[src/rtl/pipe_pkg.sv]
`default_nettype none
// ============================================================================
// Module      : pipe_pkg (package)
// Description : Shared definitions for the inter-stage pipeline registers.
//               - pipe_state_e : 2-bit occupancy encoding of a skid stage.
//                 Bit 0 is the main-register valid bit and bit 1 is the
//                 skid-register valid bit.
//               - Default payload widths of the four processor stage
//                 boundaries (IF/ID, ID/EX, EX/MEM, MEM/WB).
// Revision    : 1.0 - initial release
// ============================================================================
package pipe_pkg;

    typedef enum logic [1:0] {
        ST_EMPTY = 2'b00,
        ST_ONE   = 2'b01,
        ST_FULL  = 2'b11
    } pipe_state_e;

    localparam int unsigned IFID_W  = 96;
    localparam int unsigned IDEX_W  = 154;
    localparam int unsigned EXMEM_W = 106;
    localparam int unsigned MEMWB_W = 104;

endpackage : pipe_pkg
`default_nettype wire

[src/rtl/pipe_data_reg.sv]
`default_nettype none
// ============================================================================
// Module      : pipe_data_reg
// Description : WIDTH-bit load-enabled data register with an asynchronous,
//               active-high reset to RESET_DATA. Holds its value when load
//               is low.
// Ports       : clk   - rising-edge clock
//               reset - asynchronous active-high reset
//               load  - capture d on the next rising edge
//               d     - data input  [WIDTH-1:0]
//               q     - data output [WIDTH-1:0]
// Revision    : 1.0 - initial release
// ============================================================================
module pipe_data_reg
    import pipe_pkg::*;
#(
    parameter int unsigned      WIDTH      = 96,
    parameter logic [WIDTH-1:0] RESET_DATA = '0
) (
    input  logic             clk,
    input  logic             reset,
    input  logic             load,
    input  logic [WIDTH-1:0] d,
    output logic [WIDTH-1:0] q
);

    logic [WIDTH-1:0] data_q;
    logic [WIDTH-1:0] data_d;

    always_comb begin
        data_d = data_q;
        if (load) begin
            data_d = d;
        end
    end

    always_ff @(posedge clk or posedge reset) begin
        if (reset) begin
            data_q <= RESET_DATA;
        end else begin
            data_q <= data_d;
        end
    end

    assign q = data_q;

endmodule : pipe_data_reg
`default_nettype wire

[src/rtl/pipe_stage_skid.sv]
`default_nettype none
// ============================================================================
// Module      : pipe_stage_skid
// Description : Parametrised pipeline stage register with valid/ready
//               handshake, synchronous flush and a 2-entry skid buffer.
//               in_ready is registered, yet full throughput is kept: when
//               the downstream stalls, the one payload already in flight
//               lands in the skid register.
//               Optional feature macro: PIPE_STALL_CNT_EN adds the
//               saturating stall_count output.
// Ports       : clk         - rising-edge clock
//               reset       - asynchronous active-high reset
//               flush       - synchronous bubble request
//               in_valid    - upstream has a payload
//               in_ready    - stage can accept (registered)
//               in_data     - upstream payload [WIDTH-1:0]
//               out_valid   - out_data holds a valid payload
//               out_ready   - downstream accepts this cycle
//               out_data    - payload from the main register [WIDTH-1:0]
//               stall_count - cycles with out_valid & ~out_ready, saturating
//                             [CNT_W-1:0] (PIPE_STALL_CNT_EN only)
// Revision    : 1.0 - initial release
// ============================================================================
module pipe_stage_skid
    import pipe_pkg::*;
#(
    parameter int unsigned      WIDTH      = 96,
    parameter logic [WIDTH-1:0] RESET_DATA = '0,
    parameter int unsigned      CNT_W      = 16
) (
    input  logic             clk,
    input  logic             reset,
    input  logic             flush,
    input  logic             in_valid,
    output logic             in_ready,
    input  logic [WIDTH-1:0] in_data,
    output logic             out_valid,
    input  logic             out_ready,
    output logic [WIDTH-1:0] out_data
`ifdef PIPE_STALL_CNT_EN
    ,
    output logic [CNT_W-1:0] stall_count
`endif
);

    // Elaboration-time parameter sanity checks.
    if (WIDTH < 1) begin : g_bad_width
        $error("pipe_stage_skid: WIDTH must be at least 1");
    end
    if (CNT_W < 1) begin : g_bad_cnt_w
        $error("pipe_stage_skid: CNT_W must be at least 1");
    end

    pipe_state_e      state_q;
    pipe_state_e      state_d;
    logic             in_ready_q;
    logic             in_ready_d;

    logic             w_main_v;
    logic             w_in_xfer;
    logic             w_out_xfer;
    logic             w_main_load;
    logic             w_main_from_skid;
    logic             w_skid_load;
    logic [WIDTH-1:0] w_main_in;
    logic [WIDTH-1:0] w_skid_q;

    // Valid bits are the state bits themselves.
    assign w_main_v   = state_q[0];
    assign w_in_xfer  = in_valid & in_ready_q;
    assign w_out_xfer = w_main_v & out_ready;

    always_comb begin
        state_d          = state_q;
        w_main_load      = 1'b0;
        w_main_from_skid = 1'b0;
        w_skid_load      = 1'b0;
        if (flush) begin
            // Only the valid bits clear; data registers keep their contents.
            // An input offered this cycle is dropped with the upstream flush.
            state_d = ST_EMPTY;
        end else begin
            case (state_q)
                ST_EMPTY: begin
                    if (w_in_xfer) begin
                        w_main_load = 1'b1;
                        state_d     = ST_ONE;
                    end
                end
                ST_ONE: begin
                    if (w_in_xfer && w_out_xfer) begin
                        w_main_load = 1'b1;
                    end else if (w_in_xfer) begin
                        // Downstream stalled while in_ready was still high:
                        // park the in-flight payload.
                        w_skid_load = 1'b1;
                        state_d     = ST_FULL;
                    end else if (w_out_xfer) begin
                        state_d = ST_EMPTY;
                    end
                end
                ST_FULL: begin
                    // in_ready is low here, so only the skid drains forward.
                    if (w_out_xfer) begin
                        w_main_load      = 1'b1;
                        w_main_from_skid = 1'b1;
                        state_d          = ST_ONE;
                    end
                end
                default: begin
                    state_d = ST_EMPTY;
                end
            endcase
        end
        in_ready_d = (state_d != ST_FULL);
    end

    always_ff @(posedge clk or posedge reset) begin
        if (reset) begin
            state_q    <= ST_EMPTY;
            in_ready_q <= 1'b1;
        end else begin
            state_q    <= state_d;
            in_ready_q <= in_ready_d;
        end
    end

    assign w_main_in = w_main_from_skid ? w_skid_q : in_data;

    pipe_data_reg #(
        .WIDTH      (WIDTH),
        .RESET_DATA (RESET_DATA)
    ) u_main_reg (
        .clk   (clk),
        .reset (reset),
        .load  (w_main_load),
        .d     (w_main_in),
        .q     (out_data)
    );

    pipe_data_reg #(
        .WIDTH      (WIDTH),
        .RESET_DATA (RESET_DATA)
    ) u_skid_reg (
        .clk   (clk),
        .reset (reset),
        .load  (w_skid_load),
        .d     (in_data),
        .q     (w_skid_q)
    );

    assign out_valid = w_main_v;
    assign in_ready  = in_ready_q;

`ifdef PIPE_STALL_CNT_EN
    logic [CNT_W-1:0] stall_count_q;
    logic [CNT_W-1:0] stall_count_d;

    // Saturates at all-ones; flush does not clear it.
    always_comb begin
        stall_count_d = stall_count_q;
        if (w_main_v && !out_ready && !(&stall_count_q)) begin
            stall_count_d = stall_count_q + CNT_W'(1);
        end
    end

    always_ff @(posedge clk or posedge reset) begin
        if (reset) begin
            stall_count_q <= '0;
        end else begin
            stall_count_q <= stall_count_d;
        end
    end

    assign stall_count = stall_count_q;
`endif

endmodule : pipe_stage_skid
`default_nettype wire

[config.mk]
export PLATFORM = sky130hd
export DESIGN_NAME = pipe_stage_skid
export DESIGN_NICKNAME = d
export VERILOG_FILES = /design/src/rtl/pipe_pkg.sv /design/src/rtl/pipe_data_reg.sv /design/src/rtl/pipe_stage_skid.sv
export SDC_FILE = /design/constraint.sdc
export NUM_CORES = 1
export LEC_CHECK = 0
export ABC_AREA = 1
export CORE_ASPECT_RATIO = 1.25
export CORE_UTILIZATION = 45
export CTS_CLUSTER_DIAMETER = 150
export DETAILED_ROUTE_END_ITERATION = 6
export GPL_TIMING_DRIVEN = 0
export PLACE_DENSITY = 0.76
export RECOVER_POWER = 100
export SLEW_MARGIN = 40
export SYNTH_ARGS = -nofsm -noshare
export SYNTH_HDL_FRONTEND = slang
export SYNTH_SLANG_ARGS = --single-unit
[constraint.sdc]
create_clock -name clk -period 8.1 [get_ports clk]
set_input_delay 1.62 -clock clk [delete_from_list [all_inputs] [get_ports clk]]
set_output_delay 1.62 -clock clk [all_outputs]
set_load 0.02 [all_outputs]
==> After elaboration in Yosys (flattened, before gate mapping) <==
Cells that the tools add are included.
{ "totals": {"regBits": 195, "latchBits": 0, "ram_bits": 0, "rom_bits": 0, "inputBits": 101, "out_inout_bits": 98, "word_cells": 29, "mem_count": 0} }
{ "op_classes": {"add_sub_neg": 0, "n_mul": 0, "n_div": 0, "magnitude_cmp": 0, "n_eq_ne": 3, "shifts": 0, "muxes": 18, "bitwise_logic": 2, "n_reduce_logical": 2} }
{ "op_table": {"columns": ["op", "count"], "rows": [
  ["96-bit 2-to-1 mux", 1],
  ["2-bit 2-to-1 mux", 6],
  ["1-bit 2-to-1 mux", 9],
  ["2-bit case mux with 3 select lines", 1],
  ["1-bit case mux with 3 select lines", 1],
  ["1-bit AND", 2],
  ["2-bit by 1-bit == test with 1-bit output, second input constant", 1],
  ["2-bit == test, second input constant", 1],
  ["2-bit logical NOT", 1],
  ["2-bit inequality test, second input constant", 1],
  ["1-bit logical AND", 1]
]} }

==> Logic depth before layout (Yosys ltp) <==
Gate-level depths: netlist of the first run.
{ "logic_depth": {"word_depth": 7, "ltp_mapped": 9, "mapped_depth_nobuf": 7} }

==> Cells and area by module <==
A second synthesis of the first run with hierarchy kept.
{ "unflattened": {"cells_unflattened": 1156, "hier_area_um2": 8816.0} }
{ "modules_own_cells": {"columns": ["mod", "n_inst", "cells_each", "area_each_um2", "seq_area_each_um2"], "rows": [
  ["pipe_data_reg", 2, 407, 3633.5, 2402.3],
  ["pipe_stage_skid", 1, 342, 1549.0, 76.3]
]} }

==> Least setup slack after synthesis of the first run <==
No wires, ideal clock.
{ "synth_path": {"kind": "input-to-reg", "from": "input port in_valid", "to": "register u_skid_reg.data_q[0] (netlist: u_skid_reg.q[0])", "setup_ns": 0.066, "arrival_time_ns": 2.526, "required_time_ns": 8.034, "setup_slack_ns": 5.509, "stages": 6, "n_path_buf": 2, "path_cell_list": "nand2_1 > nor2_2 > buf_2 > buf_1 > nand3_1 > nand2_1"} }
{ "synth_between": {"elab_chain_len": 5, "word_cells_on_any_way": 6, "cone_classes": "mux (4); bitwise (1); reduce/logical (1)"} }
{ "synth_lines": {"columns": ["item", "line_no", "source"], "rows": [
  ["start, declared", "pipe_stage_skid.sv:34", "input logic in_valid,"],
  ["1-bit AND (*)", "pipe_stage_skid.sv:70", "assign w_in_xfer = in_valid & in_ready_q;"],
  ["1-bit 2-to-1 mux or 1-bit logical AND (tied branches)", "pipe_stage_skid.sv:93, pipe_stage_skid.sv:91", null],
  ["1-bit 2-to-1 mux (*)", "pipe_stage_skid.sv:91", "if (w_in_xfer && w_out_xfer) begin"],
  ["1-bit 2-to-1 mux (*)", "pipe_stage_skid.sv:83", "case (state_q)"],
  ["1-bit 2-to-1 mux (*)", "pipe_stage_skid.sv:78", "if (flush) begin"],
  ["end signal, assigned", "pipe_data_reg.sv:41", "data_q <= data_d;"],
  ["end, declared", "pipe_data_reg.sv:27", "logic [WIDTH-1:0] data_q;"]
]} }
Every way passes the cells marked *; elsewhere a longest branch is shown, timed or not.
A chain may end at the register's enable or synchronous reset.

==> results of run 1 <==
[critical path: cells and delay by family]
| kind | cells | cell delay [ns] |
|---|---|---|
| buffers and inverters | 4 | 2.93 |
[sequential cells by signal, indices dropped and copies added, names as in the netlist]
name / cells
u_skid_reg.q: 96
u_main_reg.q: 96
state_q: 2
in_ready: 1
[cell type report]
| type | instances | area, um^2 |
|---|---|---|
| diodes | 1 | 2.50 |
| plain buffers | 80 | 350 |
| clock buffers | 20 | 457 |
| clock inverters | 12 | 120 |
| fillers | 1781 | 7630 |
| inverters | 7 | 27.5 |
| multi-input cells | 881 | 3560 |
| flip-flops and latches | 195 | 4880 |
| well taps | 265 | 332 |
| repair buffers | 200 | 2040 |
[cell usage in the layout (no fill, tap or decap), types with 2 or more instances in the layout]
cell type          n
clkinv_4           8
buf_1              7
dfrtp_1          194
inv_8              3
clkinv_1           2
nand2_1          681
buf_4              5
buf_2             25
inv_2              2
clkbuf_8           2
clkbuf_1          44
clkbuf_16         17
clkdlybuf4s50_1   97
nor2_1             3
dlygate4sd3_1    101
inv_1              2
nand3_1          193
buf_16             2
[routing by layer]
layer	GRT usage [%]	up-vias	share of wire (%)
li1	-	4083	-
met1	30.5	3801	43
met3	4.87	34	5.5
met5	0	-	0
met2	40.4	224	50
met4	7.22	0	1.7
[worst min-delay path by stage]
stage,startpoint,end
floorplan,u_skid_reg.q[0]$_DFFE_PP0P_,u_skid_reg.q[0]$_DFFE_PP0P_
global placement,u_skid_reg.q[0]$_DFFE_PP0P_,u_skid_reg.q[0]$_DFFE_PP0P_
detailed placement,u_skid_reg.q[29]$_DFFE_PP0P_,u_skid_reg.q[29]$_DFFE_PP0P_
CTS,u_skid_reg.q[22]$_DFFE_PP0P_,u_skid_reg.q[22]$_DFFE_PP0P_
global route,u_skid_reg.q[3]$_DFFE_PP0P_,u_skid_reg.q[3]$_DFFE_PP0P_
finish,u_main_reg.q[19]$_DFFE_PP0P_,u_main_reg.q[19]$_DFFE_PP0P_
[per-stage QoR]
stage	TNS (ns)	hold slack, ns
after floorplan	0	0.443
after global placement	-264.15	0.453
after detailed placement	0	0.459
after CTS	0	0.476
after global routing	0	0.486
final	0	0.470
[logic make-up (layout without fill, tap and decap cells)]
kind of cell	count (synthesis)	count (layout)	share of synthesized area, %
AO/OA/AOI/OAI	1	1	0.0563
buffers and inverters	87	319	4.69
flip-flops	195	195	55.0
other	0	1	0
AND/OR/NAND/NOR	880	880	40.3
[power breakdown]
| part | total [uW] | leakage [uW] | internal (uW) | switching, uW |
|---|---|---|---|---|
| registers | 1340 | 0.00244 | 1210 | 124 |
| logic | 717 | 0.00356 | 301 | 417 |
| clock network | 815 | 0.000283 | 423 | 393 |
| total | 2870 | 0.00628 | 1940 | 933 |
==> metrics.md, run 1 <==
| Metric | Value |
|---|---|
| Placer congestion estimate | just over 0.8 |
| Die area | around 0.020 mm^2 |
| Seq/Total Area, Yosys | 55.0% |
| Core box area | 0.0194 mm^2 |
| Drt wl/cell | 13.9 um |
| Cells after Synth | between 1000 and 1500 |
| Worst skew pair latency | approximately 0.43 ns |
| Slowest stage delay, CP | between 1.5 and 2 ns |
| Cell area after placement | 0.0113 mm^2 |
| Top cells by area, synth | dfrtp_1, nand2_1, nand3_1 |
| RSZ-0062 raised after global routing | false |
| Detailed Routing Iterations Pass 1 | 5 |
| Worst-path clk slew | about 0.070 ns |
| #FFs+latches synth | approximately 200 |
| Row cnt | 57 |
| Worst Path Required | between 8 and 9 ns |
| Slew Limit Fails | around 70 |
| Final setup skew | roughly 0.012 ns |
| Post-synth EDFFs | 0 |
| Chip Height | 159 um |
| Setup crit start | reset |
| Number of global-route vias before repair | about 8000 |
| Area leader, netlist | dfrtp_1 |
| CP max stage cell | clkinvlp_2 |
| Arr. time, crit path | about 4.6 ns |
| Mean Syn Cell Area | ~7.6 um^2 |
| Reg2Reg Setup Slack | about 5.4 ns |
| CTS buffer count | 17 |
| Syn-to-layout area delta | 32.6% |
| Rel. slew slack | -101% |
| Post-synth top cells | nand2_1, dfrtp_1, nand3_1 |
| Cell mode on critical path | buf_16 |
| # nets final | ~1500 |
| PwrDens | around 240 mW/mm^2 |
| Ys Warns | 0 |
| Final Cell Area | around 0.012 mm^2 |
| Postcts setup bufs | 0 |
| Worst r2r src | state_q[0]$_DFF_PP0_ |
| Top_reg_cell synth | dfrtp_1 |
| Critical path startpoint category | input port |
| Max Cap Viol | 1 |
| Post-Route WL | ~23000 um |
| Fin crit share | between 50% and 60% |
| Asr flop ratio synth | between 90% and 100% |
| R2r endpoint | u_skid_reg.q[86]$_DFFE_PP0P_ |
| Failing checks | capacitance limit, slew limit |
| Worst Reg-to-Reg Cells | 9 |
| Max Root-Sink Buffers | 2 |
| Post-placement worst setup slack | roughly 4.5 ns |
| CP cell instances | dlygate4sd3_1 > clkinvlp_2 > buf_16 > buf_16 |
| Synth Cell Area | approximately 0.009 mm^2 |
| Kind of critical path | input port to asynchronous set/reset pin |
| GRT Overall Usage | between 20% and 30% |
| DRT iter0 DRCs | 540 |
| ANT nets after route | 0 |
| Top-area cell type share of the netlist area | a little over half |
| Largest net degree at the start of global routing | between 60 and 70 |
| Final core utilization | approximately three fifths |
| First-pass GRT wire length | approximately 39000 um |
| HPWL Detailed | ~16000 um |
| Share of cells above drive strength 1 | roughly 5.0% |
| Critical path capture point type | asynchronous set/reset pin |
| Crit-path max FO | 68 |
| Clk sink count | about 200 |
| CTS tree | yes |
| IO buf count | approximately 200 |
| Endpoints failing setup | 0 |
| Starting Density | roughly 46% |
| Max Freq | 245 MHz |
| Worst min path class | flop to flop |
| Hold path depth | 2 |
| Outcome | finished, violations left |
| Via count | roughly 8100 |
| Distinct cell type count after synthesis | 15 |
| Root Driver | clkbuf_16 |
| Grt total ovfl | 0 |
| Top-count cell post-synth | nand2_1 |
| Worst-Margin Slew | about 3.0 ns |
| Post_cts resized | 0 |
| Maximum VDD drop | 147 uV |
| Leakage | roughly 0.0063 uW |
| Hold buffers post-CTS | 0 |
| Vias per cell | approximately 5 |
| Final hold violations | 0 |
| Setup ws final | 4.02 ns |
| Die width | between 100 and 150 um |
| # DRC | 0 |
| Non-Filler Instances | approximately 1700 |
| Min Tclk post-route | 4.08 ns |
| Initial antenna violation count | 1 |
| Syn_nets | ~1300 |
| Critical Path End | in_ready$_DFF_PP1_ |
| Total Power | around 2900 uW |
| Placed Cells | about 1600 |
| H-tree depth | 4 |
| Top Ports | a little under 200 |
(Power assumes the default switching activity.)
==> run 2: changes to the inputs <==
PLACE_DENSITY = 0.78   (was 0.76)
clock period = 3.4 ns   (was 8.1 ns; I/O delays follow)
==> metrics.md, run 2 (same netlist as run 1, synthesis figures left out) <==
| Metric | Value |
|---|---|
| Reg2Reg Setup Slack | 1.00 ns |
| ANT nets after route | 0 |
| Largest net degree at the start of global routing | 27 |
| Worst min path class | flop to flop |
| Fin crit share | 79.6% |
| Vias per cell | a little under 5 |
| Post-placement worst setup slack | between 0.7 and 0.8 ns |
| Syn-to-layout area delta | 34.7% |
| Worst-Margin Slew | between 1 and 1.5 ns |
| Root Driver | clkbuf_16 |
| Outcome | completed |
| Worst r2r src | state_q[0]$_DFF_PP0_ |
| Non-Filler Instances | 1669 |
| Min Tclk post-route | ~2.7 ns |
| PwrDens | around 590 mW/mm^2 |
| Arr. time, crit path | between 3 and 4 ns |
| DRT iter0 DRCs | about 550 |
| # DRC | 0 |
| Post-Route WL | 23400 um |
| Most frequent cells in the layout | nand2_1, dfrtp_1, nand3_1 |
| Max Cap Viol | 0 |
| H-tree depth | 4 |
| GRT Overall Usage | 24.2% |
| CTS buffer count | 17 |
| First-pass GRT wire length | 39100 um |
| Starting Density | 45.7% |
| Drt wl/cell | about 14 um |
| Die width | between 100 and 150 um |
| Register area | roughly 0.005 mm^2 |
| # nets final | roughly 1500 |
| HPWL Detailed | approximately 17000 um |
| Hold buffers post-CTS | 0 |
| Endpoints failing setup | 0 |
| Final hold violations | 0 |
| Cell area after placement | 0.0114 mm^2 |
| Top Ports | ~200 |
| Worst Hold Launch | u_main_reg.q[29]$_DFFE_PP0P_ |
| Placer congestion estimate | just over 0.8 |
| Crit-path max FO | 10 |
| Most common cell after layout, fill and taps aside | nand2_1 |
| Number of global-route vias before repair | between 7000 and 8000 |
| Maximum VDD drop | between 300 and 400 uV |
| Hold path depth | 2 |
| Leakage | roughly 0.0064 uW |
| Critical path capture point type | flop |
| Detailed Routing Iterations Pass 1 | 5 |
| Max Root-Sink Buffers | 2 |
| Initial antenna violation count | 2 |
| Share of cells above drive strength 1 | around 6% |
| Chip Height | between 150 and 200 um |
| R2r endpoint | u_skid_reg.q[8]$_DFFE_PP0P_ |
| Core box area | ~0.019 mm^2 |
| Worst-path clk slew | 0.07 ns |
| IO buf count | between 150 and 200 |
| Area of the multi-input gates | between 0.003 and 0.004 mm^2 |
| Kind of critical path | input port to flop |
| Setup ws final | between 0.6 and 0.7 ns |
| Grt total ovfl | 0 |
| Worst skew pair latency | roughly 0.43 ns |
| Total Power | approximately 7000 uW |
| Final setup TNS | 0 ns |
| Final Cell Area | roughly 0.012 mm^2 |
| Clk sink count | 195 |
| Worst Reg-to-Reg Cells | 9 |
| Worst Path Required | ~3.7 ns |
| Row cnt | 57 |
| RSZ-0062 raised after global routing | false |
| # fillers | 1753 |
| Post_cts resized | 0 |
| Max Freq | between 300 and 400 MHz |
| Postcts setup bufs | 0 |
| Via count | 8243 |
| Final setup skew | between 0.008 and 0.009 ns |
| Critical path startpoint category | input port |
| Slew Limit Fails | 0 |
| Die area | 0.0203 mm^2 |
| Rel. slew slack | about 11% |
| WHS Endpoint | u_main_reg.q[29]$_DFFE_PP0P_ |
| Placed Cells | 1635 |
| CTS tree | yes |
## run 2: cell count changes in the layout (fill, tap and decap cells not counted), moves of 2 or more
cell / before / now
bufinv_16: 0 / 2
buf_6: 0 / 2
buf_2: 25 / 30
buf_16: 2 / 5
inv_6: 0 / 5
clkbuf_8: 2 / 0
clkinv_4: 8 / 3
clkbuf_1: 44 / 37
buf_4: 5 / 7
## run 2: worst max path at each step
| stage | endpoint | depth (start not counted) | startpoint |
|---|---|---|---|
| after detailed placement | u_skid_reg.q[4]$_DFFE_PP0P_ | 7 | in_valid |
| after global placement | u_main_reg.q[39]$_DFFE_PP0P_ | 2 | reset |
| final | u_skid_reg.q[8]$_DFFE_PP0P_ | 9 | out_ready |
| after floorplan | state_q[0]$_DFF_PP0_ | 1 | reset |
| after CTS | in_ready | 1 | in_ready$_DFF_PP1_ |
| after global routing | u_skid_reg.q[8]$_DFFE_PP0P_ | 9 | out_ready |
## run 2: per-stage QoR
step | util, % | hold WS, ns
after floorplan | - | 0.443
after global placement | 57.7 | 0.453
after detailed placement | 58.9 | 0.459
after CTS | 62.1 | 0.476
after global routing | 61.6 | 0.487
final | 61.6 | 0.471
## run 2: area by class of cell
cell class                      instances  share of cell area, %
Sequential cell                       195                   40.8
Multi-Input combinational cell        881                   29.8
Timing Repair Buffer                  207                   18.0
Clock buffer                           17                   3.56
Buffer                                 80                   3.17
Tap cell                              265                   2.77
Clock inverter                         15                   1.59
Inverter                                7                  0.230
Antenna cell                            2                 0.0419
## run 2: layer usage
layer	share of wire, %	wire length (um)	vias up	track usage, %
met5	0	0	-	0
met4	1.4	325	0	6.74
met3	5.7	1330	29	5.48
met2	51	11800	258	42.0
met1	42	9910	3849	30.1
li1	-	-	4107	-
## run 2: report_power, final
| group | switching [uW] | total [uW] | internal (uW) |
|---|---|---|---|
| logic | 1000 | 1740 | 735 |
| clock network | 956 | 2080 | 1120 |
| registers | 299 | 3180 | 2890 |
| total | 2260 | 7000 | 4740 |
## run 2: worst max-delay path, stage by stage
cell             delay [ns]
clkdlybuf4s50_1        0.46
nor2_1                 0.19
inv_2                  0.06
nor2_1                 0.65
nand2_2                0.32
buf_2                  0.30
buf_2                  0.22
nand2_1                0.09
nand2_1                0.06
==> run 3: changes to the inputs <==
PLACE_DENSITY = 0.76   (was 0.78)
clock period = 2.8 ns   (was 3.4 ns; I/O delays follow)
==> metrics.md, run 3 (same netlist as run 1, synthesis figures left out) <==
| Metric | Value |
|---|---|
| Worst-path clk slew | about 0.070 ns |
| Syn-to-layout area delta | 34.4% |
| R2r endpoint | u_skid_reg.q[1]$_DFFE_PP0P_ |
| Switching part of the total | roughly a third |
| Number of global-route vias before repair | 7989 |
| Maximum VDD drop | 436 uV |
| Sw Pwr | 2730 uW |
| CTS buffer count | 17 |
| Crit-path max FO | 10 |
| Worst-Margin Slew | just over 1 ns |
| # DRC | 0 |
| DRT iter0 DRCs | between 500 and 600 |
| Arr. time, crit path | between 2 and 3 ns |
| Combinational power share | between 20% and 30% |
| Initial antenna violation count | 1 |
| PwrDens | just over 700 mW/mm^2 |
| Kind of critical path | input port to flop |
| Die width | 128 um |
| Worst skew pair latency | between 0.4 and 0.5 ns |
| Worst r2r src | in_ready$_DFF_PP1_ |
| Slew Limit Fails | 0 |
| CTS tree | yes |
| Min Tclk post-route | about 2.4 ns |
| # nets final | 1490 |
| Endpoints failing setup | 0 |
| Postcts setup bufs | 0 |
| Worst min path class | flop to flop |
| Clk sink count | around 200 |
| Top Ports | ~200 |
| Die area | roughly 0.02 mm^2 |
| Rel. slew slack | a little under a third |
| Largest net degree at the start of global routing | 25 |
| Worst Hold Launch | u_skid_reg.q[93]$_DFFE_PP0P_ |
| Final setup skew | 0.0108 ns |
| Core box area | about 0.019 mm^2 |
| Grt total ovfl | 0 |
| Via count | 8223 |
| Root Driver | clkbuf_16 |
| Final hold violations | 0 |
| Critical path capture point type | flop |
| Most frequent cells in the layout | nand2_1, dfrtp_1, nand3_1 |
| Starting Density | between 40 and 50% |
| First-pass GRT wire length | between 30000 and 40000 um |
| Max Cap Viol | 0 |
| Critical path startpoint category | input port |
| Clock share of power | between 20% and 30% |
| Share of cells above drive strength 1 | 6.13% |
| Detailed Routing Iterations Pass 1 | 5 |
| Drt wl/cell | 14.2 um |
| Max Root-Sink Buffers | 2 |
| ANT nets after route | 0 |
| Post-Route WL | between 20000 and 25000 um |
| Leakage | approximately 0.0064 uW |
| Setup ws final | ~0.37 ns |
| Reg2Reg Setup Slack | just under 0.5 ns |
| Hold buffers post-CTS | 0 |
| Sequential share of power | 46.0% |
| Fin crit share | 86.8% |
| Vias per cell | between 4 and 5 |
| Chip Height | 159 um |
| Worst Path Required | between 3 and 4 ns |
| Row cnt | 57 |
| H-tree depth | 4 |
| Final Cell Area | about 0.012 mm^2 |
| Max Freq | 411 MHz |
| Placer congestion estimate | around 0.82 |
| Hold path depth | 2 |
| WHS Endpoint | u_skid_reg.q[93]$_DFFE_PP0P_ |
| # fillers | 1795 |
| RSZ-0062 raised after global routing | false |
| Most common cell after layout, fill and taps aside | nand2_1 |
| Outcome | completed |
| GRT Overall Usage | ~24% |
| Cell area after placement | roughly 0.011 mm^2 |
| Post_cts resized | 0 |
| Pint | around 5700 uW |
| HPWL Detailed | between 15000 and 20000 um |
| IO buf count | just under 200 |
| Post-placement worst setup slack | around 0.25 ns |
| Worst Reg-to-Reg Cells | 7 |
-- run 3: cell count changes in the layout (fill, tap and decap cells not counted), sizes merged --
cell	change
clkbuf	+3
clkinvlp	+3
buf	-2
clkinv	-2
bufinv	-1
diode	-1
inv	-1
-- run 3: metrics by stage --
| step | TNS [ns] | utilization (%) | hold slack (ns) | power (uW) | instances |
|---|---|---|---|---|---|
| after floorplan | -53.85 | - | 0.443 | 5060 | 1163 |
| after global placement | -362.92 | 57.7 | 0.453 | 6070 | 1626 |
| after detailed placement | 0 | 58.8 | 0.459 | 6170 | 1635 |
| after CTS | 0 | 61.8 | 0.476 | 8620 | 1667 |
| after global routing | 0 | 61.5 | 0.488 | 8870 | 1668 |
| final | 0 | 61.5 | 0.473 | 8410 | 1668 |
-- run 3: worst max path at each step --
stage                                   from                            to  slack, ns
after floorplan                        reset          state_q[0]$_DFF_PP0_      -0.28
after global placement                 reset  u_main_reg.q[55]$_DFFE_PP0P_      -1.88
after detailed placement            in_valid  u_skid_reg.q[77]$_DFFE_PP0P_       0.25
after CTS                 in_ready$_DFF_PP1_                      in_ready       0.61
after global routing                   flush   u_skid_reg.q[1]$_DFFE_PP0P_       0.28
final                                  flush   u_skid_reg.q[1]$_DFFE_PP0P_       0.37
-- run 3: final cells by class --
cell class                      count  area [um^2]  share of cell area [%]
Multi-Input combinational cell    881         3570                    29.9
Clock buffer                       18          439                    3.68
Sequential cell                   195         4880                    40.9
Timing Repair Buffer              207         2160                    18.1
Clock inverter                     14          144                    1.21
Antenna cell                        1         2.50                  0.0210
Inverter                            7         27.5                   0.231
Buffer                             80          378                    3.17
Tap cell                          265          332                    2.78
-- run 3: worst max-delay path, cell delays in order --
cell	delay, ns
dlygate4sd3_1	0.69
nor2_4	0.14
nand2_1	0.30
clkbuf_1	0.47
clkbuf_1	0.41
nand2_1	0.12
nand2_1	0.10
-- run 3: power by group through the flow --
| stage | combinational, uW | clock (uW) | sequential [uW] |
|---|---|---|---|
| 6_report | 2120 | 2420 | 3870 |
| 5_1_grt | 2350 | 2570 | 3950 |
| 4_1_cts | 2260 | 2470 | 3880 |
| 3_5_place_dp | 2250 | 0 | 3920 |
| 3_3_place_gp | 2160 | 0 | 3910 |
| 2_1_floorplan | 815 | 0 | 4240 |
-- run 3: per-layer routing --
layer,global-route usage [%],share of wire [%]
met5,0,0
met1,31.5,43
met2,41.5,50
met4,8.50,1.8
met3,3.66,5.1
